### src/rtl/fib_bcd_display.sv
// ============================================================================
// Module   : fib_bcd_display
// Brief    : Handshaked 16-bit binary to 5-digit BCD converter (double dabble)
//            driving a 4-digit active-low multiplexed 7-segment display.
// Revision : 1.0 - initial release
// ============================================================================
`default_nettype none

module fib_bcd_display #(
    parameter int REFRESH_BITS  = 17,
    parameter int BLANK_LEADING = 1
) (
    input  logic        clk_i,
    input  logic        nrst_i,
    input  logic        in_valid_i,
    output logic        in_ready_o,
    input  logic [15:0] in0_i,
    output logic [19:0] bcd_o,
    output logic        bcd_valid_o,
    output logic [6:0]  seg_o,
    output logic [3:0]  an_o,
    output logic        dp_o
);

    localparam logic [1:0] c_IDLE  = 2'd0;
    localparam logic [1:0] c_SHIFT = 2'd1;
    localparam logic [1:0] c_DONE  = 2'd2;
    localparam logic [4:0] c_LAST_STEP = 5'd15;

    logic [1:0]              state_q, state_d;
    logic [15:0]             shift_q, shift_d;
    logic [19:0]             scratch_q, scratch_d;
    logic [19:0]             scratch_adj;
    logic [4:0]              step_q, step_d;
    logic [19:0]             bcd_q, bcd_d;
    logic                    bcd_valid_q, bcd_valid_d;
    logic [REFRESH_BITS-1:0] scan_q;
    logic [1:0]              sel;
    logic [3:0]              digit;
    logic                    blank;

    function automatic logic [6:0] seg_decode(input logic [3:0] d);
        case (d)
            4'd0:    seg_decode = 7'b1000000;
            4'd1:    seg_decode = 7'b1111001;
            4'd2:    seg_decode = 7'b0100100;
            4'd3:    seg_decode = 7'b0110000;
            4'd4:    seg_decode = 7'b0011001;
            4'd5:    seg_decode = 7'b0010010;
            4'd6:    seg_decode = 7'b0000010;
            4'd7:    seg_decode = 7'b1111000;
            4'd8:    seg_decode = 7'b0000000;
            4'd9:    seg_decode = 7'b0010000;
            default: seg_decode = 7'b1111111;
        endcase
    endfunction

    // FSM: state register
    always_ff @(posedge clk_i) begin
        if (!nrst_i) state_q <= c_IDLE;
        else         state_q <= state_d;
    end

    // FSM: next-state logic
    always_comb begin
        state_d = state_q;
        case (state_q)
            c_IDLE:  if (in_valid_i) state_d = c_SHIFT;
            c_SHIFT: if (step_q == c_LAST_STEP) state_d = c_DONE;
            c_DONE:  state_d = c_IDLE;
            default: state_d = c_IDLE;
        endcase
    end

    // FSM: outputs
    always_comb begin
        in_ready_o = (state_q == c_IDLE);
    end

    // Per-nibble +3 correction stays inside each nibble; no carry propagates.
    always_comb begin
        scratch_adj = scratch_q;
        for (int k = 0; k < 5; k++) begin
            if (scratch_q[4*k +: 4] >= 4'd5)
                scratch_adj[4*k +: 4] = scratch_q[4*k +: 4] + 4'd3;
        end
    end

    always_comb begin
        shift_d     = shift_q;
        scratch_d   = scratch_q;
        step_d      = step_q;
        bcd_d       = bcd_q;
        bcd_valid_d = 1'b0;
        case (state_q)
            c_IDLE: begin
                if (in_valid_i) begin
                    shift_d   = in0_i;
                    scratch_d = 20'd0;
                    step_d    = 5'd0;
                end
            end
            c_SHIFT: begin
                scratch_d = {scratch_adj[18:0], shift_q[15]};
                shift_d   = {shift_q[14:0], 1'b0};
                step_d    = step_q + 5'd1;
            end
            c_DONE: begin
                bcd_d       = scratch_q;
                bcd_valid_d = 1'b1;
            end
            default: ;
        endcase
    end

    always_ff @(posedge clk_i) begin
        if (!nrst_i) begin
            shift_q     <= 16'd0;
            scratch_q   <= 20'd0;
            step_q      <= 5'd0;
            bcd_q       <= 20'd0;
            bcd_valid_q <= 1'b0;
            scan_q      <= '0;
        end else begin
            shift_q     <= shift_d;
            scratch_q   <= scratch_d;
            step_q      <= step_d;
            bcd_q       <= bcd_d;
            bcd_valid_q <= bcd_valid_d;
            scan_q      <= scan_q + REFRESH_BITS'(1);
        end
    end

    assign bcd_o       = bcd_q;
    assign bcd_valid_o = bcd_valid_q;
    assign sel         = scan_q[REFRESH_BITS-1 -: 2];

    // Digit k is blanked when it and every more significant digit are zero.
    always_comb begin
        digit = bcd_q[{sel, 2'b00} +: 4];
        blank = 1'b0;
        if (BLANK_LEADING != 0) begin
            case (sel)
                2'd1:    blank = (bcd_q[19:4]  == 16'd0);
                2'd2:    blank = (bcd_q[19:8]  == 12'd0);
                2'd3:    blank = (bcd_q[19:12] == 8'd0);
                default: blank = 1'b0;
            endcase
        end
        seg_o = blank ? 7'b1111111 : seg_decode(digit);
        an_o  = ~(4'b0001 << sel);
        dp_o  = (bcd_q[19:16] == 4'd0);
    end

endmodule

`default_nettype wire
### config.mk
export PLATFORM = sky130hd
export DESIGN_NAME = fib_bcd_display
export DESIGN_NICKNAME = d
export VERILOG_FILES = /design/src/rtl/fib_bcd_display.sv
export SDC_FILE = /design/constraint.sdc
export NUM_CORES = 1
export LEC_CHECK = 0
export CAP_MARGIN = 20
export CORE_ASPECT_RATIO = 1.75
export CORE_UTILIZATION = 25
export DETAILED_ROUTE_END_ITERATION = 7
export DONT_BUFFER_PORTS = 1
export PLACE_DENSITY_LB_ADDON = 0.3
export SYNTH_ARGS = -nofsm -noshare
export SYNTH_HDL_FRONTEND = slang
export SYNTH_SLANG_ARGS = --single-unit
### constraint.sdc
create_clock -name clk_i -period 2.4 [get_ports clk_i]
set_input_delay 0.48 -clock clk_i [delete_from_list [all_inputs] [get_ports clk_i]]
set_output_delay 0.48 -clock clk_i [all_outputs]
set_load 0.02 [all_outputs]
==> results.toml <==
[die]
rows = 61
io_pins = 53
fp.dieW_um = 98.1
initial_core_util_pct = 25.4
die_h_um = 170
core_sq_mm = 0.0159
die_area_sq_mm = 0.0167

[worst_setup_path]
cp.arrival_ps = 2110
critPathCaptureType = "output pin"
cp_slowest_cell = "mux4_4"
cp_max_fo = 5
startpoint_type = "register"
crit_type = "register to output pin"
slowest_delay_ps = 710
critical_path_buf_inv_count = 2
critical_path.top_delay_family = "multiplexers"
cp_cell_sequence = "buf_6 > mux4_4 > nor2_2 > a21oi_2 > nor2_1 > o21ai_1 > buf_4"
reg2reg_setup_slack_ps = 610
cp.required_ps = 1920

[clock_network]
cts.hold.buffers_added = 0
cts_buffers = 9
clock_latency_ps = 340
cts_root_buf = "clkbuf_16"
cts_htree_levels = 3
cts.path.max_buffers = 2
cts.sinks = 81
cts_tree = "built"
path_clk_slew_ps = 60

[detailed_routing]
drtAntennaViolNets = 0
routed_wl_um = 9850
avgViaCountPerCell = 4.87
drt-pass1-iter-count = 6
num_vias = 3417
drt_drc_violations_left = 5
first_iter_violations = 126
wl_per_cell_um = 14.1

[placement]
gp_congestion = 0.759
place_ws_ps = 14.2
io_buffers = 0
hpwl_um = 6810
placed_area_sq_mm = 0.00436

[logic_synthesis]
synth-seq-area-share_pct = 40.1
synth.net_count = 529
synthTopCellsByArea = "dfxtp_1 40%, nand2_1 6.6%, o21ai_0 5.9%"
synth_seq_cells = 81
synth_top_area_share_pct = 40.1
synth_area_leader_cell = "dfxtp_1"
netlist_area_sq_mm = 0.00404
syn_area_per_cell_sq_um = 8.21
postSynthCellCount = 492
ys_types = 39
yosys_warnings = 0

[job]
maxCapViolations = 0

[finish]
area_growth_pct = 19.2
multi_input_area_sq_mm = 0.00229
layout.area.seq_sq_mm = 0.00163
diodes = 0
nets = 545
fill_cells = 1688
fin_util_pct = 30.3
layout_common_cells = "79 x dfxtp_1, 71 x nand2_1, 47 x o21ai_0"
layout-drive-gt1-share_pct = 14.8
fin_area_sq_mm = 0.00481
mostFrequentLayoutCell = "dfxtp_1"

[sta]
worst_pin_slew_ps = 744
clock_skew_ps = 6.97
finalHoldViolCount = 0
worst_slack_ps = -186
fin_crit_ps = 2590
slew_viol_final = 0
max_freq_ghz = 0.387
slew_headroom_pct = 50.3
period_share_pct = 108
finalSetupViolCount = 7
rsz0062_at_grt = "yes"

[pwr]
leakage_nw = 1.76
power.internal_mw = 2.37
p_sw_mw = 0.644
netSwitchingFraction_pct = 21.4
power_density_mw_per_mm2 = 626
vdd.ir_drop.worst_mv = 0.274
p_clk_share_pct = 49.1
combinationalPowerShare_pct = 4.5
power.share.sequential_pct = 46.4

[grt]
antenna_found_initial = 0
grt_overflow = 0
grt_pass1_wl_um = 16500
grt_max_degree = 82
grt_use_total_pct = 12.4
grt_pass1_vias = 3325

[min_path]
min_path_type = "primary input to register"

[run_status]
status = "finished, violations left"
violations = "design-rule violations, negative setup slack"
per-stage QoR:
stage,hold WS [ps],std cells,TNS [ps],power [mW]
detailed placement,456,680,0,1.57
global placement,448,680,0,1.57
global route,260,701,-1360,3.14
floorplan,433,492,0,1.55
finish,283,701,-826,3.02
CTS,266,700,-752,3.06
state kept, by name, indices dropped and copies added, names as in the netlist:
signal,cells
step_q,5
scratch_q,20
shift_q,16
bcd_o,20
state_q,2
scan_q,17
bcd_valid_o,1
worst paths after layout:
| check | start | endpoint | cells past startpoint |
|---|---|---|---|
| setup / recovery | scan_q[15] | seg_o[3] | 7 |
| hold reg to reg | scan_q[0] | scan_q[0] | 1 |
| hold / removal | nrst_i | step_q[2] | 1 |
| setup reg to reg | scratch_q[5] | scratch_q[6] | 7 |
what timing repair did:
action                                  4_1_cts  5_1_grt
pin swaps                                     3        4
gates cloned                                  1        0
gates resized for setup                      15       10
endpoints found under the setup margin        7        7
setup buffers                                 4        1
cell type report:
cell class                 instances  share of cell area (%)
clock buffer                      11                    5.04
clock inverter                     4                    1.59
inverter                          18                    1.51
multi-input combinational        364                    47.6
sequential                        81                    33.8
tap                              189                    4.91
timing repair buffer              34                    5.61
cells in the mapped netlist (all sizes together):
library cell and n:
nor2 25, buf 9, xnor2 13, mux4 4, nand2b 9, nor3b 1, dfxtp 81, a22oi 9
a21o 1, nand3 14, ha 18, mux2 4, nor3 11, a21oi 33, nor4 4, nand4 3
o21ai 53, nand2 71, inv 18, and3 6, and2 18, nor2b 19, or2b 1, a21boi 27
xor2 9, clkbuf 21, or2 1, and4 1, mux2i 2, o22ai 4, or3 2
cells by family after synthesis:
| family | count (synthesis) | share of synthesized area [%] |
|---|---|---|
| AND/OR/NAND/NOR | 186 | 22.4 |
| AO/OA/AOI/OAI | 127 | 18.1 |
| flip-flops | 81 | 40.1 |
| buffers and inverters | 48 | 4.99 |
| XOR/XNOR | 22 | 4.77 |
| adder cells (fa/ha/maj) | 18 | 5.57 |
| multiplexers | 10 | 3.99 |
layer usage:
| metal | global-route usage [%] | wire [um] | up-vias |
|---|---|---|---|
| met4 | 6.72 | 370 | 0 |
| met2 | 21.5 | 4900 | 83 |
| li1 | - | - | 1694 |
| met1 | 13.6 | 4090 | 1617 |
| met5 | 0 | 0 | - |
| met3 | 3.16 | 497 | 23 |
power groups by stage:
stage               registers [mW]  logic [mW]  clock network (mW)
finish                        1.40       0.136                1.48
global route                  1.40       0.158                1.58
CTS                           1.40       0.139                1.52
detailed placement            1.43       0.138                   0
global placement              1.43       0.136                   0
floorplan                     1.42       0.124                   0
No activity file was read; power rests on OpenSTA's default activity.
